--- src/rtl/pipeline_pkg.sv ---
// Shared pipeline definitions: forwarding-select encodings, register address width
// and the scoreboard entry layout used by the decode, execute and hazard logic.
package pipeline_pkg;

    localparam int REG_AW = 3;

    localparam logic [1:0] FWD_RF    = 2'b00;
    localparam logic [1:0] FWD_EXMEM = 2'b01;
    localparam logic [1:0] FWD_MEMWB = 2'b10;

    typedef struct packed {
        logic              valid;
        logic [REG_AW-1:0] dst;
        logic              is_load;
    } sb_entry_t;

    // Youngest producer wins; a W-stage producer is covered by the register
    // file's write-before-read bypass, so it still selects the register file.
    function automatic logic [1:0] fwd_select(input logic hit_e, input logic hit_m,
                                              input logic hit_w);
        logic [1:0] sel;
        sel = FWD_RF;
        if (hit_e) begin
            sel = FWD_EXMEM;
        end else if (hit_m) begin
            sel = FWD_MEMWB;
        end else if (hit_w) begin
            sel = FWD_RF;
        end
        return sel;
    endfunction

endpackage

--- src/rtl/hazard_sb_stage.sv ---
// One scoreboard entry register {valid, dst, is_load}; clear beats load, otherwise hold.
module hazard_sb_stage #(
    parameter int REG_AW = 3
) (
    input  logic              clk,
    input  logic              rst,
    input  logic              load,
    input  logic              clear,
    input  logic              d_valid,
    input  logic [REG_AW-1:0] d_dst,
    input  logic              d_is_load,
    output logic              q_valid,
    output logic [REG_AW-1:0] q_dst,
    output logic              q_is_load
);

    always_ff @(posedge clk or negedge rst) begin
        if (!rst) begin
            q_valid   <= 1'b0;
            q_dst     <= '0;
            q_is_load <= 1'b0;
        end else if (clear) begin
            q_valid   <= 1'b0;
            q_is_load <= 1'b0;
        end else if (load) begin
            q_valid   <= d_valid;
            q_dst     <= d_dst;
            q_is_load <= d_is_load;
        end
    end

endmodule

--- src/rtl/hazard_unit.sv ---
// Load-use stall / bubble control and registered E-stage forwarding selects,
// driven by a three-entry scoreboard that mirrors the E, M and W stages.
module hazard_unit #(
    parameter int REG_AW = pipeline_pkg::REG_AW,
    parameter int CNT_W  = 16
) (
    input  logic              clk,
    input  logic              rst,
    input  logic              id_valid,
    input  logic [REG_AW-1:0] id_src1,
    input  logic [REG_AW-1:0] id_src2,
    input  logic              id_use_src1,
    input  logic              id_use_src2,
    input  logic [REG_AW-1:0] id_dst,
    input  logic              id_reg_write,
    input  logic              id_mem_read,
    input  logic              flush,
    input  logic              mem_busy,
    output logic              stall_fd,
    output logic              bubble_ex,
    output logic [1:0]        fwd_a,
    output logic [1:0]        fwd_b,
    output logic [CNT_W-1:0]  stall_cnt
);

    logic              e_valid, m_valid, w_valid;
    logic [REG_AW-1:0] e_dst, m_dst, w_dst;
    logic              e_is_load, m_is_load, w_load_unused;

    logic hit_e_a, hit_m_a, hit_w_a;
    logic hit_e_b, hit_m_b, hit_w_b;
    logic load_use, advance, squash, bubble_int, dec_valid;
    logic [1:0] fwd_a_next, fwd_b_next;

    always_comb begin
        hit_e_a = e_valid & id_use_src1 & (id_src1 == e_dst);
        hit_m_a = m_valid & id_use_src1 & (id_src1 == m_dst);
        hit_w_a = w_valid & id_use_src1 & (id_src1 == w_dst);
        hit_e_b = e_valid & id_use_src2 & (id_src2 == e_dst);
        hit_m_b = m_valid & id_use_src2 & (id_src2 == m_dst);
        hit_w_b = w_valid & id_use_src2 & (id_src2 == w_dst);

        load_use   = id_valid & e_is_load & (hit_e_a | hit_e_b);
        advance    = !mem_busy;
        bubble_int = advance & (flush | load_use);
        // No real instruction enters E this edge, so E must read the register file.
        squash     = flush | load_use | !id_valid;
        dec_valid  = id_valid & id_reg_write & !bubble_int;

        fwd_a_next = squash ? pipeline_pkg::FWD_RF
                            : pipeline_pkg::fwd_select(hit_e_a, hit_m_a, hit_w_a);
        fwd_b_next = squash ? pipeline_pkg::FWD_RF
                            : pipeline_pkg::fwd_select(hit_e_b, hit_m_b, hit_w_b);

        // Reset forces the combinational controls low without waiting for a clock.
        stall_fd  = rst & (mem_busy | (load_use & !flush));
        bubble_ex = rst & bubble_int;
    end

    hazard_sb_stage #(.REG_AW(REG_AW)) u_sb_e (
        .clk       (clk),
        .rst       (rst),
        .load      (advance & dec_valid),
        .clear     (advance & !dec_valid),
        .d_valid   (dec_valid),
        .d_dst     (id_dst),
        .d_is_load (id_mem_read),
        .q_valid   (e_valid),
        .q_dst     (e_dst),
        .q_is_load (e_is_load)
    );

    hazard_sb_stage #(.REG_AW(REG_AW)) u_sb_m (
        .clk       (clk),
        .rst       (rst),
        .load      (advance),
        .clear     (1'b0),
        .d_valid   (e_valid),
        .d_dst     (e_dst),
        .d_is_load (e_is_load),
        .q_valid   (m_valid),
        .q_dst     (m_dst),
        .q_is_load (m_is_load)
    );

    // W-stage load flag has no consumer: those results are already in the register file.
    hazard_sb_stage #(.REG_AW(REG_AW)) u_sb_w (
        .clk       (clk),
        .rst       (rst),
        .load      (advance),
        .clear     (1'b0),
        .d_valid   (m_valid),
        .d_dst     (m_dst),
        .d_is_load (m_is_load),
        .q_valid   (w_valid),
        .q_dst     (w_dst),
        .q_is_load (w_load_unused)
    );

    always_ff @(posedge clk or negedge rst) begin
        if (!rst) begin
            fwd_a     <= pipeline_pkg::FWD_RF;
            fwd_b     <= pipeline_pkg::FWD_RF;
            stall_cnt <= '0;
        end else if (advance) begin
            fwd_a <= fwd_a_next;
            fwd_b <= fwd_b_next;
            if (load_use && !flush && (stall_cnt != {CNT_W{1'b1}})) begin
                stall_cnt <= stall_cnt + {{(CNT_W-1){1'b0}}, 1'b1};
            end
        end
    end

endmodule
--- config.mk ---
export PLATFORM = sky130hd
export DESIGN_NAME = hazard_unit
export DESIGN_NICKNAME = d
export VERILOG_FILES = /design/src/rtl/pipeline_pkg.sv /design/src/rtl/hazard_sb_stage.sv /design/src/rtl/hazard_unit.sv
export SDC_FILE = /design/constraint.sdc
export NUM_CORES = 1
export LEC_CHECK = 0
export ABC_AREA = 1
export CAP_MARGIN = 5
export CORE_MARGIN = 2
export CORE_UTILIZATION = 45
export DETAILED_ROUTE_END_ITERATION = 10
export PLACE_DENSITY = 0.76
export SYNTH_ARGS = -nofsm -noshare
export SYNTH_HDL_FRONTEND = slang
export SYNTH_SLANG_ARGS = --single-unit
--- constraint.sdc ---
create_clock -name clk -period 1.6 [get_ports clk]
set_clock_uncertainty 0.2 [all_clocks]
set_input_delay 0.48 -clock clk [delete_from_list [all_inputs] [get_ports clk]]
set_output_delay 0.48 -clock clk [all_outputs]
set_load 0.02 [all_outputs]
# Word level (Yosys, flattened, before mapping)
# Index checks and enable logic that the tools add are counted.
word_totals:
  out_inout_bits: 22
  register_bits: 29
  elab_cells: 58
classes:
  muxes: 10
  eq_ne: 5
  n_addsub: 1
  bitwise: 24
  reduce_logical: 10
ops:
  columns: ["op", "n"]
  rows:
  - ["$and 1x1->1", 18]
  - ["$add 16x1->16 const B", 1]
  - ["$ne 16x16->1 const B", 1]
  - ["$eq 3x3->1", 4]
  - ["$mux 2", 6]
  - ["$logic_not 1->1", 5]
  - ["$mux 1", 4]
  - ["$or 1x1->1", 4]
  - ["$reduce_and 2->1", 2]
  - ["$logic_and 1x1->1", 2]
  - ["$not 1->1", 2]
  - ["$reduce_bool 2->1", 1]

# Longest topological paths before layout
# Gate-level depths: netlist of run 1.
logic_depth:
  depth_word: 12
  mapped_depth: 12
  ltp_nobuf: 11

# By module
# From an unflattened synthesis of run 1, not the netlist that was laid out.
hier_totals:
  hier_cells: 267
  hier_area_um2: 1936.9
by_module_without_submodules:
  columns: ["module", "n_inst", "area_each_um2", "cells_each"]
  rows:
  - ["hazard_unit", 1, 1534.0, 221]
  - ["hazard_sb_stage", 2, 201.4, 23]

# Least setup slack after synthesis of run 1
# OpenSTA, ideal clock, no wires.
synth_path:
  path_type: "in2out"
  startpoint: "in id_src2[0]"
  endpoint: "out bubble_ex"
  cell_stages: 8
  arrival_time_ps: 1475
  slack_ps: -555
  required_ps: 920
  path_cell_list: "inv_1 nand2_1 nand2_1 nor2_1 nand2_1 nand2_2 a21oi_1 nor3_1"
synth_between:
  elab_chain_len: 7
synth_rtl:
  columns: ["element", "line", "rtl"]
  rows:
  - ["from (decl)", "hazard_unit.sv:11", "input logic [REG_AW-1:0] id_src2,"]
  - ["$eq 3x3->1", "hazard_unit.sv:39", "hit_e_b = e_valid & id_use_src2 & (id_src2 == e_dst);"]
  - ["$and 1x1->1", "hazard_unit.sv:39", null]
  - ["$or 1x1->1", "hazard_unit.sv:43", "load_use = id_valid & e_is_load & (hit_e_a | hit_e_b);"]
  - ["$and 1x1->1", "hazard_unit.sv:43", null]
  - ["$or 1x1->1", "hazard_unit.sv:45", "bubble_int = advance & (flush | load_use);"]
  - ["$and 1x1->1", "hazard_unit.sv:45", null]
  - ["$and 1x1->1", "hazard_unit.sv:57", "bubble_ex = rst & bubble_int;"]
  - ["to (decl)", "hazard_unit.sv:20", "output logic bubble_ex,"]
# No other way between the ends.

# Final worst setup path of run 1
layout_path:
  startpoint: "in id_use_src1"
  endpoint: "out stall_fd"
layout_between:
  elab_chain_len: 7
layout_rtl:
  columns: ["element", "line", "rtl"]
  rows:
  - ["from (decl)", "hazard_unit.sv:12", "input logic id_use_src1,"]
  - ["$and 1x1->1 (2 in a row)", "hazard_unit.sv:36", "hit_e_a = e_valid & id_use_src1 & (id_src1 == e_dst);"]
  - ["$or 1x1->1", "hazard_unit.sv:43", null]
  - ["$and 1x1->1", "hazard_unit.sv:43", null]
  - ["$and 1x1->1", "hazard_unit.sv:56", "stall_fd = rst & (mem_busy | (load_use & !flush));"]
  - ["$or 1x1->1", "hazard_unit.sv:56", null]
  - ["$and 1x1->1", "hazard_unit.sv:56", null]
  - ["to (decl)", "hazard_unit.sv:19", "output logic stall_fd,"]
# No other way between the ends.

==> flow_metrics.py, run 1 <==
metrics = {
    "yosys": {
        "synth.cell_area_sq_mm": 0.00176,
        "synth-edff-count": 0,
        "async_flop_share_pct": 100,
        "synth_top_area_cell": "dfrtp_1",
        "ys_warn_count": 0,
        "synth_cell_types": 25,
        "syn_area_per_cell_sq_um": 7.16,
        "netlist.area_leader.share_pct": 41.2,
        "ys_ff_latch": 29,
        "synth_area_leaders": "dfrtp_1 (41%), nand2_1 (20%), inv_1 (6.4%)",
        "syn_nets": 265,
        "ys.flop_type": "dfrtp_1",
        "ys_seq_area_share_pct": 41.2,
        "postSynthCellCount": 246,
    },
    "global_routing": {
        "antenna_found_initial": 1,
        "grt_usage_pct": 26.9,
        "first_global_vias": 1984,
        "grt_pass1_wl_mm": 8.88,
        "grt_max_degree": 30,
        "grt_overflow": 0,
    },
    "detailed_routing": {
        "wl_per_cell_um": 14.8,
        "viasPerCell": 5.13,
        "drt_iter0_drc": 116,
        "vias": 2047,
        "dr.pass1.iters": 4,
        "ant_nets": 0,
        "routed_wl_mm": 5.89,
        "drc": 0,
    },
    "placement": {
        "portBuffers": 39,
        "dpl_cell_area_sq_mm": 0.00262,
        "dpl.hpwl_mm": 3.59,
        "gp_congestion": 0.898,
    },
    "setup_path": {
        "worst_path_max_delay_cell": "clkdlybuf4s15_1",
        "r2r_slack_ps": -730,
        "worstPathMaxFanout": 3,
        "cp.required_ps": 920,
        "end_kind": "output pin",
        "cp-start-kind": "input pin",
        "cp.arrival_ps": 1680,
        "critical_path.most_common_cell": "nand2_1",
        "crit_chain": "clkdlybuf4s15_1 > nand2_1 > inv_1 > nand2_1 > nor2_1 > nand2_1 > nand2_4 > nand3_4 > a21oi_4 > buf_6",
        "cpPeakStageDelay_ps": 210,
        "criticalPathCategory": "input pin to output pin",
    },
    "clock_tree": {
        "cts_tree": "done",
        "ctsRootBufferMaster": "clkbuf_8",
        "clock_sinks": 29,
        "clock_path_buffers": 2,
        "cts_hold_buffers": 0,
        "h-tree-depth": 2,
        "cts_buffers": 5,
        "path_clk_slew_ps": 60,
        "clk_latency_ps": 280,
    },
    "finish": {
        "fillers": 250,
        "final_area_sq_mm": 0.00288,
        "drive_above_1_share_pct": 40.0,
        "area_delta_synth_final_pct": 63.5,
        "fin_nets": 368,
    },
    "run_status": {
        "outcome": "finished with violations",
        "violations": "setup timing",
    },
    "sta": {
        "worst_pin_slew_ps": 377,
        "tns_ps": -16890,
        "fin_crit_sh_pct": 147,
        "finalCriticalPeriod_ps": 2360,
        "maxSlewHeadroom_pct": 74.9,
        "setup-violations-final": 27,
        "rsz0062_at_grt": "true",
        "setup_ws_ps": -757,
        "timing.fmax_ghz": 0.424,
        "hold_ws_ps": 278,
        "hold_viol": 0,
        "maxSlewViolCount": 0,
    },
    "floorplanning": {
        "core_area_sq_mm": 0.00372,
        "start_util_pct": 47.4,
        "die_h_um": 66.5,
        "fp-row-count": 22,
        "die_area_sq_mm": 0.00443,
        "die_w_um": 66.5,
        "ios": 40,
    },
    "power": {
        "leakagePower_nw": 1.54,
        "vdd_ir_drop_max_uv": 458,
        "power_density_mw_per_mm2": 635,
    },
    "flow_run": {
        "drv_cap": 0,
    },
    "min_path": {
        "hp-class": "flop to flop",
    },
}
-- synthesized netlist by cell type, types with 3 or more instances --
library cell and n:
nand2_1 96, inv_1 30, dfrtp_1 29, nor2_1 19, o21ai_0 14, nand3_1 9, xnor2_1 9, xor2_1 9
nand4_1 6, inv_2 3, nor3_1 3
-- logic make-up after synthesis --
family / share of synthesized area [%]
buffers and inverters: 8.74
flip-flops: 41.2
XOR/XNOR: 8.96
adder cells (fa/ha/maj): 0.711
AO/OA/AOI/OAI: 5.54
AND/OR/NAND/NOR: 34.8
-- area by class of cell --
type                            instances  area, sq um  area share, %
Clock buffer                            7         96.3           3.35
Tap cell                               48         60.1           2.09
Sequential cell                        29          731           25.4
Timing Repair Buffer                   99          783           27.2
Inverter                               33          146           5.09
Antenna cell                            1         2.50         0.0870
Clock inverter                          1         5.00          0.174
Multi-Input combinational cell        181         1050           36.6
-- power breakdown --
part / total (mW) / leakage, nW / internal, mW / switching [mW]
sequential: 0.818 / 0.370 / 0.770 / 0.0479
combinational: 0.338 / 1.12 / 0.167 / 0.170
clock: 0.671 / 0.0542 / 0.388 / 0.283
total: 1.83 / 1.54 / 1.33 / 0.501
-- state kept, by name, indices dropped and copies added, names as in the netlist --
register          cells
stall_cnt            16
u_sb_m.q_dst          3
fwd_a                 2
u_sb_e.q_dst          3
u_sb_e.q_is_load      1
u_sb_e.q_valid        1
fwd_b                 2
u_sb_m.q_valid        1
-- critical path, delay by kind of cell --
family          cells  cell delay, ps
buf+inv             3             400
simple gates        6             670
compound gates      1             130
-- metal layers --
| metal | track usage, % | up-vias | share of wire [%] |
|---|---|---|---|
| met1 | 33.7 | 972 | 39 |
| met2 | 42.1 | 84 | 51 |
| li1 | - | 970 | - |
| met3 | 6.76 | 21 | 6.5 |
| met4 | 14.5 | 0 | 3.4 |
| met5 | 0 | - | 0 |
-- repair_timing --
action	in CTS	in global routing
buffers inserted	8	9
gates resized for setup	139	24
pin swaps	18	12
cloned	1	0
endpoints found under the setup margin	47	32
-- stage by stage --
stage	utilization (%)	std cells	power, mW	setup WS, ps
finish	77.4	399	1.83	-757
global route	77.4	398	1.91	-842
CTS	75.2	391	1.80	-612
detailed placement	70.4	375	1.12	-1540
global placement	70.4	375	1.11	-1490
floorplan	-	246	0.954	-313
-- cell usage in the layout (no fill, tap or decap), types with 2 or more instances in the layout --
master,n
nand4_1,6
a21oi_4,2
nor3_1,2
dfrtp_1,25
nand2_2,12
inv_2,6
o21ai_0,4
nand3_1,8
o21ai_2,4
nor2_1,17
clkbuf_8,7
clkdlybuf4s50_1,8
o21ai_1,8
xnor2_1,9
buf_2,20
inv_8,3
nand2_1,81
clkdlybuf4s15_2,3
buf_6,12
inv_1,24
dfrtp_2,4
nand3_4,2
nor2_4,2
nor2_2,2
nor3_4,2
buf_4,50
xor2_1,9
clkdlybuf4s15_1,5
nand2_4,6
-- path summary, 6_finish.rpt --
kind | startpoint | end | cells after the start
setup / recovery | id_use_src1 | stall_fd | 10
hold / removal | fwd_b[1]$_DFFE_PN0N_ | fwd_b[1]$_DFFE_PN0N_ | 2
max in group asynchronous | rst | u_sb_e.q_dst[0]$_DFFE_PN0P_ | 2
min in group asynchronous | rst | stall_cnt[14]$_DFFE_PN0P_ | 2
setup reg to reg | u_sb_e.q_valid$_DFFE_PN0P_ | stall_cnt[2]$_DFFE_PN0P_ | 15
hold reg to reg | fwd_b[1]$_DFFE_PN0N_ | fwd_b[1]$_DFFE_PN0N_ | 2
(Power assumes the default switching activity.)
==> inputs of run 2 (changes only) <==
--- a/config.mk
+++ b/config.mk
@@ -11,6 +11,7 @@
 export CORE_UTILIZATION = 45
 export DETAILED_ROUTE_END_ITERATION = 10
 export PLACE_DENSITY = 0.76
+export SKIP_CTS_REPAIR_TIMING = 1
 export SYNTH_ARGS = -nofsm -noshare
 export SYNTH_HDL_FRONTEND = slang
 export SYNTH_SLANG_ARGS = --single-unit
==> run 2 against run 1 <==
Effect of this change:
- the flow still finishes with violations (setup timing)
- critical endpoint unchanged
- non-clock buffer count is 8 lower
- cell count is 2.0% lower
- hold slack worse by 1.1 ps
- sequential power hardly changed
- setup slack better by 76 ps
- critical path depth is 1 lower
- power is 0.28% lower
- first-iteration DRC count is 16% higher
- critical path type is now flop to output pin
- routed wire length is 12% lower
- fmax is 3.3% higher
==> flow_metrics.py, run 2 (same netlist as run 1, synthesis figures left out) <==
metrics = {
    "sta": {
        "timing.fmax_ghz": 0.439,
        "maxSlewViolCount": 0,
        "hold_ws_ps": 277,
        "finalCriticalPeriod_ps": 2280,
        "setup-violations-final": 25,
        "fin_crit_sh_pct": 143,
        "setup_ws_ps": -680,
        "maxSlewHeadroom_pct": 75.1,
        "hold_viol": 0,
        "rsz0062_at_grt": "true",
        "worst_pin_slew_ps": 374,
    },
    "detailed_routing": {
        "drt_iter0_drc": 135,
        "drc": 0,
        "viasPerCell": 4.96,
        "dr.pass1.iters": 4,
        "routed_wl_mm": 5.19,
        "ant_nets": 0,
        "wl_per_cell_um": 13.3,
        "vias": 1938,
    },
    "finish": {
        "ff_latch_area_sq_um": 731,
        "final_cell_mix": "nand2_1 (89), buf_4 (47), inv_1 (25), dfrtp_1 (25), dlymetal6s2s_1 (23)",
        "largest-register": "stall_cnt",
        "area_delta_synth_final_pct": 63.3,
        "fin_nets": 360,
        "drive_above_1_share_pct": 31.0,
        "fillers": 239,
        "final_util_pct": 77.4,
        "final_common_cell": "nand2_1",
        "multi_input_area_sq_mm": 0.00101,
        "largestRegisters": "stall_cnt: 16 flops, u_sb_e.q_dst: 3 flops, u_sb_m.q_dst: 3 flops",
        "final_area_sq_mm": 0.00288,
        "largest_reg_flops": 16,
    },
    "flow_run": {
        "drv_cap": 0,
    },
    "power": {
        "switching_share_pct": 27.1,
        "leakagePower_nw": 1.74,
        "power_density_mw_per_mm2": 633,
        "power_frac_comb_pct": 18.3,
        "p_int_mw": 1.33,
        "vdd_ir_drop_max_uv": 459,
        "seqPwrFrac_pct": 44.9,
        "p_clk_share_pct": 36.8,
        "p_switching_mw": 0.493,
    },
    "placement": {
        "portBuffers": 39,
        "gp_congestion": 0.898,
        "dpl.hpwl_mm": 3.59,
        "dpl_cell_area_sq_mm": 0.00262,
    },
    "floorplanning": {
        "core_area_sq_mm": 0.00372,
        "ios": 40,
        "start_util_pct": 47.4,
        "die_w_um": 66.5,
        "die_area_sq_mm": 0.00443,
        "fp-row-count": 22,
        "die_h_um": 66.5,
    },
    "clock_tree": {
        "h-tree-depth": 2,
        "path_clk_slew_ps": 60,
        "clock_path_buffers": 2,
        "cts_buffers": 5,
        "cts_tree": "done",
        "clk_latency_ps": 280,
        "ctsRootBufferMaster": "clkbuf_8",
        "clock_sinks": 29,
    },
    "setup_path": {
        "cp.arrival_ps": 1600,
        "worstPathMaxFanout": 5,
        "criticalPathCategory": "flop to output pin",
        "cp.required_ps": 920,
        "cp-start-kind": "flop",
        "r2r_slack_ps": -340,
        "end_kind": "output pin",
    },
    "global_routing": {
        "antenna_found_initial": 0,
        "grt_usage_pct": 23.9,
        "grt_max_degree": 30,
        "grt_overflow": 0,
        "grt_pass1_wl_mm": 7.94,
        "first_global_vias": 1784,
    },
    "run_status": {
        "violations": "setup timing",
        "outcome": "finished with violations",
    },
    "min_path": {
        "hp-class": "flop to flop",
    },
}
[run 2: path summary, 6_finish.rpt]
check	from	to	depth (start not counted)
min in group asynchronous	rst	stall_cnt[14]$_DFFE_PN0P_	2
hold reg to reg	fwd_b[1]$_DFFE_PN0N_	fwd_b[1]$_DFFE_PN0N_	2
setup reg to reg	u_sb_e.q_dst[0]$_DFFE_PN0P_	stall_cnt[2]$_DFFE_PN0P_	12
max in group asynchronous	rst	u_sb_e.q_dst[0]$_DFFE_PN0P_	2
setup / recovery	u_sb_e.q_dst[0]$_DFFE_PN0P_	stall_fd	9
hold / removal	fwd_b[1]$_DFFE_PN0N_	fwd_b[1]$_DFFE_PN0N_	2
[run 2: critical path, cell delays in order (launching register included)]
cell and delay, ps:
dfrtp_2 420, inv_2 60, nand2_2 50, nand2_1 50
nor2_1 130, nand2_1 130, nand2_4 120, nand3_4 80
a21oi_4 140, buf_6 130
[run 2: per-layer routing]
layer | GRT usage [%] | share of wire [%]
met1 | 30.6 | 41
met2 | 39.0 | 50
met3 | 5.24 | 6.2
met4 | 9.69 | 2.7
met5 | 0 | 0
[run 2: final cells by class]
type                       count  area share (%)
multi-input combinational    181            35.2
timing repair buffer          91            28.7
sequential                    29            25.4
inverter                      33            5.00
clock buffer                   7            3.35
tap                           48            2.09
clock inverter                 1           0.174
antenna                        1          0.0870
[run 2: power by group through the flow]
stage          combinational, mW  sequential [mW]  clock (mW)
2_1_floorplan              0.136            0.818           0
3_3_place_gp               0.282            0.825           0
3_5_place_dp               0.289            0.828           0
4_1_cts                    0.290            0.815       0.682
5_1_grt                    0.372            0.820       0.717
6_report                   0.334            0.818       0.670
[run 2: per-stage QoR]
stage	std cells	total power [mW]	setup slack, ps	TNS, ps
after global routing	390	1.91	-781	-10050
after floorplan	246	0.954	-313	-2540
after global placement	375	1.11	-1490	-24130
final	391	1.82	-680	-6990
after CTS	383	1.79	-1550	-24140
after detailed placement	375	1.12	-1540	-25580
==> RTL change, RTL diff (config.mk and constraints of run 1) <==
`CNT_W`: 16 -> 32.
--- a/src/rtl/hazard_unit.sv
+++ b/src/rtl/hazard_unit.sv
@@ -2,7 +2,7 @@
 // driven by a three-entry scoreboard that mirrors the E, M and W stages.
 module hazard_unit #(
     parameter int REG_AW = pipeline_pkg::REG_AW,
-    parameter int CNT_W  = 16
+    parameter int CNT_W  = 32
 ) (
     input  logic              clk,
     input  logic              rst,
Interface: changed (resized stall_cnt); port bits go from 40 to 56. No check against the original RTL was run, so the function may have changed too.
==> RTL change against run 1 <==
The flow still finishes with violations (setup timing); total power increased by 50%; highest routed layer unchanged; sequential share of layout area shrank 2.3 points; wire length is 90% higher; worst setup slack lost 0.058 ns; sequential cell count rose by 16; critical path type unchanged; synthesized area is 68% higher; largest cell class unchanged; via count increased by 85%; critical endpoint unchanged; cell area is 71% higher.
==> RTL change: results (changes against run 1) <==
| Metric | Value |
|---|---|
| Status | complete, but fails checks |
| Failing checks | setup timing |
| Initial antenna violation count | 0 (-1) |
| Post-DP HPWL | 7380 um (+110%) |
| Metal2 WL | 5570 um (+86%) |
| Routability cong. | 1.02 (+13%) |
| Comb. pwr | 446 uW (+32%) |
| Relative slew slack | 0.601 (-0.148) |
| Worst R2R Start | u_sb_e.q_dst[1] |
| First-pass GRT wire length | 17800 um (+100%) |
| Met3 usage | 0.0447 (-0.0228) |
| Reg power frac | 0.445 (-0.003) |
| Post-synth cell types | 26 (+4.0%) |
| Register area share after synthesis | 0.382 (-0.0305) |
| Worst R2R Setup Slack | -0.63 ns (+0.10 ns) |
| GRT met2 Usage | 0.549 (+0.128) |
| Met1 Wirelength | 4490 um (+94%) |
| Setup tns final | -23.67 ns (-6.78 ns) |
| # setup viols final | 62 (+130%) |
| I/O Buffers | 55 (+41%) |
| Static leakage | 0.00255 uW (+65%) |
| Sw Ratio | 0.267 (-0.00738) |
| DRT iter0 DRCs | 326 (+180%) |
| Min setup slack post-route | -0.815 ns (-0.0582 ns) |
| Reg2Reg Depth | 11 (-4) |
| Clock slew at the register clock pins of the worst setup and hold paths | 0.10 ns (+0.04 ns) |
| VDD IR-drop max | 0.466 mV (+1.8%) |
| Syn nets | 462 (+74%) |
| 1st-pass router iterations | 5 (+1) |
| Total track usage | 0.312 (+0.0433) |
| Max stage delay on crit path | 0.29 ns (+0.08 ns) |
| Post-synth top area share | 0.382 (-0.0305) |
| Hold crit path type | in -> async |
| Via density | 5.36 (+4.5%) |
| Vias in the first global route | 3734 (+88%) |
## RTL change: cell types whose count changed in the layout (fill, tap and decap cells not counted), moves of 5 or more
cell	change
o21ai_0	+24
dfrtp_1	+13
dlygate4sd2_1	+7
nor3_1	+10
inv_1	+9
nor2_1	+33
buf_6	+28
nand2_1	+80
buf_4	+65
buf_2	-5
o21ai_1	+11
## RTL change: area by class of cell
class | count | area (um^2)
Fill cell | 450 | 1440
Inverter | 39 | 146
Tap cell | 77 | 96.3
Timing Repair Buffer | 190 | 1630
Sequential cell | 45 | 1130
Multi-Input combinational cell | 349 | 1770
Clock buffer | 5 | 68.8
Clock inverter | 3 | 68.8
## RTL change: per-stage QoR
step                      total power (uW)   util  std cells  area [um^2]  worst slack (ns)
after floorplan                       1360      -        443         3010            -0.435
after global placement                1530  0.690        669         4380             -1.36
after detailed placement              1550  0.690        669         4380             -1.41
after CTS                             2680  0.755        706         4790            -0.697
after global routing                  2820  0.773        708         4910            -0.882
final                                 2740  0.773        708         4910            -0.815
